<file path="src/rtl/fir_driver.sv">
// fir_driver: programs a FIR core over AXI-Lite (taps, length, tap count, start),
// then streams len samples src -> FIR (ss_*) and len results FIR (sm_*) -> dst.
// Optional macro FIR_DRIVER_POLL_EN: after streaming, poll status register 0x00
// until bit 1 (done) reads back set before reporting done.
module fir_driver #(
    parameter int pADDR_WIDTH = 12,
    parameter int pDATA_WIDTH = 32,
    parameter int Tape_Num    = 11
) (
    input  logic                   axis_clk,
    input  logic                   axis_rst_n,
    input  logic                   start,
    input  logic [pDATA_WIDTH-1:0] len,
    output logic                   busy,
    output logic                   done,
    output logic                   err,
    output logic [3:0]             coef_idx,
    input  logic [pDATA_WIDTH-1:0] coef_data,
    input  logic                   src_tvalid,
    input  logic [pDATA_WIDTH-1:0] src_tdata,
    output logic                   src_tready,
    output logic                   dst_tvalid,
    output logic [pDATA_WIDTH-1:0] dst_tdata,
    output logic                   dst_tlast,
    input  logic                   dst_tready,
    output logic                   awvalid,
    output logic [pADDR_WIDTH-1:0] awaddr,
    input  logic                   awready,
    output logic                   wvalid,
    output logic [pDATA_WIDTH-1:0] wdata,
    input  logic                   wready,
    output logic                   arvalid,
    output logic [pADDR_WIDTH-1:0] araddr,
    input  logic                   arready,
    input  logic                   rvalid,
    input  logic [pDATA_WIDTH-1:0] rdata,
    output logic                   rready,
    output logic                   ss_tvalid,
    output logic [pDATA_WIDTH-1:0] ss_tdata,
    output logic                   ss_tlast,
    input  logic                   ss_tready,
    input  logic                   sm_tvalid,
    input  logic [pDATA_WIDTH-1:0] sm_tdata,
    input  logic                   sm_tlast,
    output logic                   sm_tready
);

    typedef enum logic [2:0] {
        StIdle, StTapWr, StLenWr, StTnumWr, StStartWr, StStream, StPollRd, StDone
    } state_e;

    state_e                 state_q;
    logic [pDATA_WIDTH-1:0] len_q;
    logic [pDATA_WIDTH-1:0] sent_cnt_q;
    logic [pDATA_WIDTH-1:0] recv_cnt_q;
    logic                   wr_issued_q;
    logic                   aw_done_q;
    logic                   w_done_q;

    logic                   wr_fire;
    logic                   src_fire;
    logic                   ss_fire;
    logic                   sm_fire;
    logic                   dst_fire;
    logic                   last_sent;
    logic                   last_recv;
    logic                   stream_end;
    logic [pADDR_WIDTH-1:0] wr_addr;
    logic [pDATA_WIDTH-1:0] wr_data;

    assign busy = (state_q != StIdle) && (state_q != StDone);

    // A write completes once both channels have handshaked, in any order
    assign wr_fire = wr_issued_q && (aw_done_q || (awvalid && awready))
                                 && (w_done_q  || (wvalid  && wready));

    assign ss_fire    = ss_tvalid && ss_tready;
    assign src_tready = (state_q == StStream) && (!ss_tvalid || ss_fire) && (sent_cnt_q < len_q);
    assign src_fire   = src_tvalid && src_tready;
    assign dst_fire   = dst_tvalid && dst_tready;
    assign sm_tready  = (state_q == StStream) && (!dst_tvalid || dst_tready);
    assign sm_fire    = sm_tvalid && sm_tready;
    assign last_sent  = (sent_cnt_q == len_q - pDATA_WIDTH'(1));
    assign last_recv  = (recv_cnt_q == len_q - pDATA_WIDTH'(1));
    assign stream_end = (sent_cnt_q == len_q) && (recv_cnt_q == len_q) && !ss_tvalid && !dst_tvalid;

    assign araddr = '0;

`ifdef FIR_DRIVER_POLL_EN
    logic unused_rdata;
    assign unused_rdata = ^{rdata[pDATA_WIDTH-1:2], rdata[0]};
`else
    assign arvalid = 1'b0;
    assign rready  = 1'b0;
    logic unused_rd;
    assign unused_rd = ^{arready, rvalid, rdata};
`endif

    // Address/data of the register write owned by the current state
    always_comb begin
        wr_addr = '0;
        wr_data = '0;
        case (state_q)
            StTapWr: begin
                wr_addr = pADDR_WIDTH'(8'h80) + pADDR_WIDTH'({coef_idx, 2'b00});
                wr_data = coef_data;
            end
            StLenWr: begin
                wr_addr = pADDR_WIDTH'(8'h10);
                wr_data = len_q;
            end
            StTnumWr: begin
                wr_addr = pADDR_WIDTH'(8'h14);
                wr_data = pDATA_WIDTH'(Tape_Num);
            end
            StStartWr: begin
                wr_addr = '0;
                wr_data = pDATA_WIDTH'(1);
            end
            default: ;
        endcase
    end

    // Sequencer: FSM, AXI-Lite channels, stream holding registers and counters
    always_ff @(posedge axis_clk or negedge axis_rst_n) begin
        if (!axis_rst_n) begin
            state_q     <= StIdle;
            len_q       <= '0;
            sent_cnt_q  <= '0;
            recv_cnt_q  <= '0;
            wr_issued_q <= 1'b0;
            aw_done_q   <= 1'b0;
            w_done_q    <= 1'b0;
            done        <= 1'b0;
            err         <= 1'b0;
            coef_idx    <= '0;
            awvalid     <= 1'b0;
            awaddr      <= '0;
            wvalid      <= 1'b0;
            wdata       <= '0;
            ss_tvalid   <= 1'b0;
            ss_tdata    <= '0;
            ss_tlast    <= 1'b0;
            dst_tvalid  <= 1'b0;
            dst_tdata   <= '0;
            dst_tlast   <= 1'b0;
`ifdef FIR_DRIVER_POLL_EN
            arvalid     <= 1'b0;
            rready      <= 1'b0;
`endif
        end else begin
            // Write channel handshakes; each valid drops on its own ready
            if (awvalid && awready) begin
                awvalid   <= 1'b0;
                aw_done_q <= 1'b1;
            end
            if (wvalid && wready) begin
                wvalid   <= 1'b0;
                w_done_q <= 1'b1;
            end
            if (wr_fire) begin
                wr_issued_q <= 1'b0;
                aw_done_q   <= 1'b0;
                w_done_q    <= 1'b0;
            end

            // Send side holding register
            if (ss_fire) ss_tvalid <= 1'b0;
            if (src_fire) begin
                ss_tvalid  <= 1'b1;
                ss_tdata   <= src_tdata;
                ss_tlast   <= last_sent;
                sent_cnt_q <= sent_cnt_q + pDATA_WIDTH'(1);
            end

            // Receive side output register; tlast from the FIR must match our count
            if (dst_fire) dst_tvalid <= 1'b0;
            if (sm_fire) begin
                dst_tvalid <= 1'b1;
                dst_tdata  <= sm_tdata;
                dst_tlast  <= last_recv;
                recv_cnt_q <= recv_cnt_q + pDATA_WIDTH'(1);
                if (sm_tlast != last_recv) err <= 1'b1;
            end

            case (state_q)
                StIdle, StDone: begin
                    if (start) begin
                        len_q      <= len;
                        sent_cnt_q <= '0;
                        recv_cnt_q <= '0;
                        coef_idx   <= '0;
                        if (len == '0) begin
                            state_q <= StDone;
                            done    <= 1'b1;
                            err     <= 1'b1;
                        end else begin
                            state_q <= StTapWr;
                            done    <= 1'b0;
                            err     <= 1'b0;
                        end
                    end
                end
                StTapWr, StLenWr, StTnumWr, StStartWr: begin
                    if (!wr_issued_q) begin
                        wr_issued_q <= 1'b1;
                        awvalid     <= 1'b1;
                        wvalid      <= 1'b1;
                        awaddr      <= wr_addr;
                        wdata       <= wr_data;
                    end else if (wr_fire) begin
                        case (state_q)
                            StTapWr: begin
                                if (coef_idx == 4'(Tape_Num - 1)) begin
                                    coef_idx <= '0;
                                    state_q  <= StLenWr;
                                end else begin
                                    coef_idx <= coef_idx + 4'd1;
                                end
                            end
                            StLenWr:  state_q <= StTnumWr;
                            StTnumWr: state_q <= StStartWr;
                            default:  state_q <= StStream;
                        endcase
                    end
                end
                StStream: begin
                    if (stream_end) begin
`ifdef FIR_DRIVER_POLL_EN
                        state_q <= StPollRd;
                        arvalid <= 1'b1;
                        rready  <= 1'b1;
`else
                        state_q <= StDone;
                        done    <= 1'b1;
`endif
                    end
                end
`ifdef FIR_DRIVER_POLL_EN
                StPollRd: begin
                    if (arvalid && arready) arvalid <= 1'b0;
                    if (rvalid && rready) begin
                        if (rdata[1]) begin
                            state_q <= StDone;
                            done    <= 1'b1;
                            rready  <= 1'b0;
                        end else begin
                            // Status not ready yet: reissue immediately
                            arvalid <= 1'b1;
                        end
                    end
                end
`endif
                default: state_q <= StIdle;
            endcase
        end
    end

endmodule

</file>
<file path="config.mk">
export PLATFORM = sky130hd
export DESIGN_NAME = fir_driver
export DESIGN_NICKNAME = d
export VERILOG_FILES = /design/src/rtl/fir_driver.sv
export SDC_FILE = /design/constraint.sdc
export NUM_CORES = 1
export LEC_CHECK = 0
export CAP_MARGIN = 30
export CORE_MARGIN = 10
export CORE_UTILIZATION = 40
export DETAILED_ROUTE_END_ITERATION = 7
export GPL_TIMING_DRIVEN = 0
export PLACE_DENSITY = 0.67
export SLEW_MARGIN = 20
export SYNTH_ARGS = -nofsm -noshare
export SYNTH_HDL_FRONTEND = slang
export SYNTH_SLANG_ARGS = --single-unit
</file>
<file path="constraint.sdc">
create_clock -name axis_clk -period 10 [get_ports axis_clk]
set_input_delay 2 -clock axis_clk [delete_from_list [all_inputs] [get_ports axis_clk]]
set_output_delay 2 -clock axis_clk [all_outputs]
set_load 0.1 [all_outputs]
</file>
# == After elaboration in Yosys (flattened, before gate mapping) ==
# Index checks and enable logic that the tools add are counted.
# classes
n_addsub,5
n_mul,0
div,0
order_cmp,1
n_eq_ne,19
shifts,0
muxes,47
bitwise,1
n_reduce_logical,37
# op_table
cell,count
$mux W32,6
$eq A32 B32 Y1,4
$pmux W32 S4,1
$add A32 B1 Y32 const B,2
$logic_not A32 Y1,1
$lt A32 B32 Y1,1
$sub A32 B1 Y32 const B,1
$pmux W9 S3,1
$mux W1,24
$mux W4,5
$mux W3,6
$pmux W3 S3,2
$logic_and A1 B1 Y1,15
$reduce_bool A2 Y1,6
$ne A2 B2 Y1 const B,5
$reduce_and A5 Y1,2
$add A8 B6 Y9 const A,1
$eq A3 B3 Y1 const B,3
$pmux W4 S2,1
$eq A3 B2 Y1 const B,2
$ne A3 B3 Y1 const B,2
$add A4 B1 Y4 const B,1
$eq A4 B4 Y1 const B,1
$logic_or A1 B1 Y1,4
other kinds (11),13
# totals
ff_bits,222
latchBits,0
ram_bits,0
rom_bits,0
inputBits,172
output_inout_bits,137
word_cells,130
mem_count,0

# == Logic depth before layout (Yosys ltp) ==
# logic_depth
depth_word,8
depth_mapped,13
ltp_nobuf,10

# == Worst setup path after synthesis ==
# Ideal clock, no wire load.
# synth_timing
path_type,input-to-output
startpoint,input ss_tready
endpoint,output src_tready
arrival_time_ps,4382
required_time_ps,8000
path_slack_ps,3618
stages,5
n_path_buf,0
cell_sequence,inv_1 -> a21oi_1 -> and3_1 -> inv_1 -> nor3_1
# synth_between
elab_chain_cells,4
# synth_lines
item,line_no,rtl
from (decl),41,"input logic ss_tready,"
$logic_and A1 B1 Y1,77,assign ss_fire = ss_tvalid && ss_tready;
$logic_or A1 B1 Y1,78,assign src_tready = (state_q == StStream) && (!ss_tvalid || ss_fire) && (sent_cnt_q < len_q);
$logic_and A1 B1 Y1 (2 in series),78,
to (decl),21,"output logic src_tready,"
# No other way between the ends.

# == Final worst setup path ==
# layout_timing
startpoint,register len_q[5]
endpoint,output src_tready
# layout_between
elab_chain_cells,2
# layout_lines
item,line_no,rtl
from (decl),53,logic [pDATA_WIDTH-1:0] len_q;
from (signal assigned),189,len_q <= len;
$lt A32 B32 Y1,78,
$logic_and A1 B1 Y1,78,
# No other way between the ends.

==> results.cfg <==
[synth]
synth_area_leaders = dfrtp_1 42%, nand2_1 6.2%, xnor2_1 4.9%
synth.avg_cell_area_um2 = 8.868
netlist_area_um2 = 12810
synth_top_flop_cell = dfrtp_1
ys_seq_area_share_pct = 42.01
ys_types = 71
synth_edf_count = 0
yosys_warnings = 0
async_flop_share_pct = 100.0
ys_ff_latch = 215
synth_top_area_share_pct = 42.01
synth_top_area_cell = dfrtp_1
syn_inst = 1444

[cells_and_area]
fin_area_um2 = 17090
n_antenna_cell = 0
area_growth_pct = 33.42
drive_gt1_share_pct = 7.489
stdcell_count = 2178
n_fill_cell = 2923
fin_nets = 1963

[timing]
rsz0062_at_grt = no
relSlewSlack_pct = 28.30
worst_pin_slew_ps = 1067
report.final.slew_viol_count = 0
finalSetupViolCount = 0
skew_ps = 9.184
fin_hold_ws_ps = 471.6
fmax_ghz = 0.1486
fin_setup_tns_ps = 0
min_period_ps = 6729
finalHoldViolCount = 0
post-route-period-util_pct = 67.29

[clock_network]
cts_tree = done
cts_made_buffers = 28
root_buffer = clkbuf_16
cts_hold_buf = 0
htree_levels = 1
clock-sinks = 215
clock_latency_ps = 550
postCtsSetupBuffers = 0
clk_path_buf_depth = 3
cts_resized = 0
clkTransAtPathRegs_ps = 60

[detailed_routing]
dr.pass1.iters = 5
wl_um = 44770
post_drt_wl_per_cell_um = 20.56
via_per_inst = 5.574
drc = 0
drtIter0Drc = 808
antenna_left = 0
vias = 12140

[pwr]
power.internal_mw = 2.932
clockPowerShare_pct = 16.8
p_sw_mw = 3.591
p_total_mw = 6.522
vdd_drop_max_mv = 0.2980
pwr_density_cell_nw_per_um2 = 381.7
seqPwrFrac_pct = 21.3
comb_power_share_pct = 61.8
p_leak_nw = 7.465
swShare_pct = 55.05

[placed_design]
io_buffer_count = 253
gp_congestion = 0.9661
dp_hpwl_um = 34600
placed_cell_area_um2 = 16070
dp.cells = 2126

[critical_path]
worstSetupStartpointType = register
r2r-end = ss_tlast$_DFFE_PN0P_
required_ps = 8000
startpoint = len_q[5]$_DFFE_PN0P_
setup.worst_path.class = reg2out
critPathCaptureType = primary output
worstPathArrival_ps = 4730
r2r-start = len_q[0]$_DFFE_PN0P_
reg2reg_depth = 11
r2r_setup_slack_ps = 5950
crit_fanout = 10
endpoint = src_tready

[global_routing]
grt_pass1_wl_um = 69430
grt_usage_pct = 22.23
gr-total-overflow = 0
grt_pass1_vias = 12190
antenna_found_initial = 2
grt_max_degree = 95

[floorplanning]
die_h_um = 198.9
core_area_um2 = 31560
dieArea_um2 = 39570
start_util_pct = 40.58
dieWidth_um = 198.9
ios = 309
rows = 65

[min_path]
hold_class = reg2reg
holdPathStages = 2
hp-start = dst_tdata[27]$_DFFE_PN0P_

[outcome]
outcome = finished clean

[run]
maxCapViolCount = 0
## Yosys cell counts, drive strengths merged (4+ instances only)
cell type and instances:
dfrtp 215, nand2 211, nor2 143, clkbuf 74
xnor2 72, o21ai 70, xor2 51, inv 49
nor3 47, nand3 41, nor4 41, buf 40
a21oi 39, ha 37, mux2 33, a221oi 32
nand4 31, a31oi 27, and3 21, a41o 15
or4 15, a21o 14, nand2b 14, mux2i 13
o31ai 10, and2 9, or3 7, a211oi 6
and4 6, nor2b 5, o21a 5, or2 5
a21boi 4, a22o 4, o211ai 4, or4b 4
## worst max-delay path, cell delays in order (launching register included)
cell             delay (ps)
dfrtp_1                 440
clkbuf_1                480
inv_1                   140
ha_1                    320
o21ai_0                  90
nand2b_1                 90
a21oi_1                  60
or4_1                   470
a21oi_1                 210
o21a_1                  300
clkbuf_1                420
nor3_1                  140
clkdlybuf4s50_1        1010
## final cells by class
| type | count | area (um2) | share of cell area (%) |
|---|---|---|---|
| multi-input cells | 1086 | 6793 | 39.76 |
| repair buffers | 260 | 2685 | 15.71 |
| plain buffers | 114 | 524.3 | 3.068 |
| inverters | 49 | 183.9 | 1.076 |
| clock inverters | 14 | 207.7 | 1.216 |
| well taps | 402 | 503.0 | 2.944 |
| flip-flops and latches | 215 | 5380 | 31.49 |
| clock buffers | 38 | 809.5 | 4.738 |
## cells in the final DEF (no fill, tap or decap), types with 5 or more instances in the layout
master and count:
a211oi_1 6, a21o_1 14, a21oi_1 39, a221oi_1 32
a31oi_1 27, a41o_1 15, and2_1 9, and3_1 21
and4_1 6, buf_1 14, buf_16 5, buf_4 23
bufinv_16 5, clkbuf_1 78, clkbuf_16 29, clkbuf_8 5
clkdlybuf4s50_1 252, clkinv_2 6, conb_1 21, dfrtp_1 215
ha_1 37, inv_1 49, mux2_2 33, mux2i_1 13
nand2_1 211, nand2b_1 14, nand3_1 41, nand4_1 31
nor2_1 143, nor2b_1 5, nor3_1 45, nor4_1 35
o21a_1 5, o21ai_0 67, o31ai_1 10, or2_2 5
or3_1 7, or4_1 14, xnor2_1 72, xor2_1 51
## worst min-delay path by stage
stage,endpoint,slack (ps)
finish,dst_tdata[27]$_DFFE_PN0P_,470
global route,dst_tdata[27]$_DFFE_PN0P_,490
CTS,dst_tdata[27]$_DFFE_PN0P_,480
detailed placement,dst_tdata[27]$_DFFE_PN0P_,460
global placement,dst_tdata[14]$_DFFE_PN0P_,460
floorplan,w_done_q$_DFFE_PN0P_,460
## registers in the layout, summed over array words and instances, names as in the netlist
signal       count
sent_cnt_q      32
awvalid          1
done             1
dst_tdata       32
wdata           32
coef_idx         4
awaddr           5
wr_issued_q      1
dst_tlast        1
dst_tvalid       1
recv_cnt_q      32
ss_tdata        32
aw_done_q        1
wvalid           1
len_q           32
w_done_q         1
ss_tvalid        1
err              1
state_q          3
ss_tlast         1
## layer usage
layer  vias up  wire, um  GRT usage, %
li1       5699         -             -
met4         0      1841         9.579
met1      5827     18890         28.48
met3        94      3951         5.880
met2       520     20090         34.61
met5         -         0             0
## logic make-up after synthesis
kind of cell / after synthesis / share of synthesized area (%)
mux: 46 / 3.918
fa+ha+maj: 38 / 3.693
xor+xnor: 123 / 8.412
flops: 215 / 42.01
simple gates: 610 / 23.38
buf+inv: 163 / 5.530
other cells: 1 / 0.02928
compound gates: 248 / 13.02
## power by group through the flow
stage,clock (mW),combinational (mW),sequential [mW]
floorplan,0,1.38,2.91
global placement,0,3.94,1.39
detailed placement,0,4.02,1.40
CTS,1.12,4.03,1.39
global route,1.16,4.27,1.43
finish,1.10,4.03,1.39
## metrics by stage
stage | setup slack [ps] | util (%)
after floorplan | 3618 | -
after global placement | -2485 | 50.44
after detailed placement | 3666 | 50.92
after CTS | 3265 | 54.15
after global routing | 3013 | 54.15
final | 3271 | 54.15
Power figures use the tool's default switching activity.
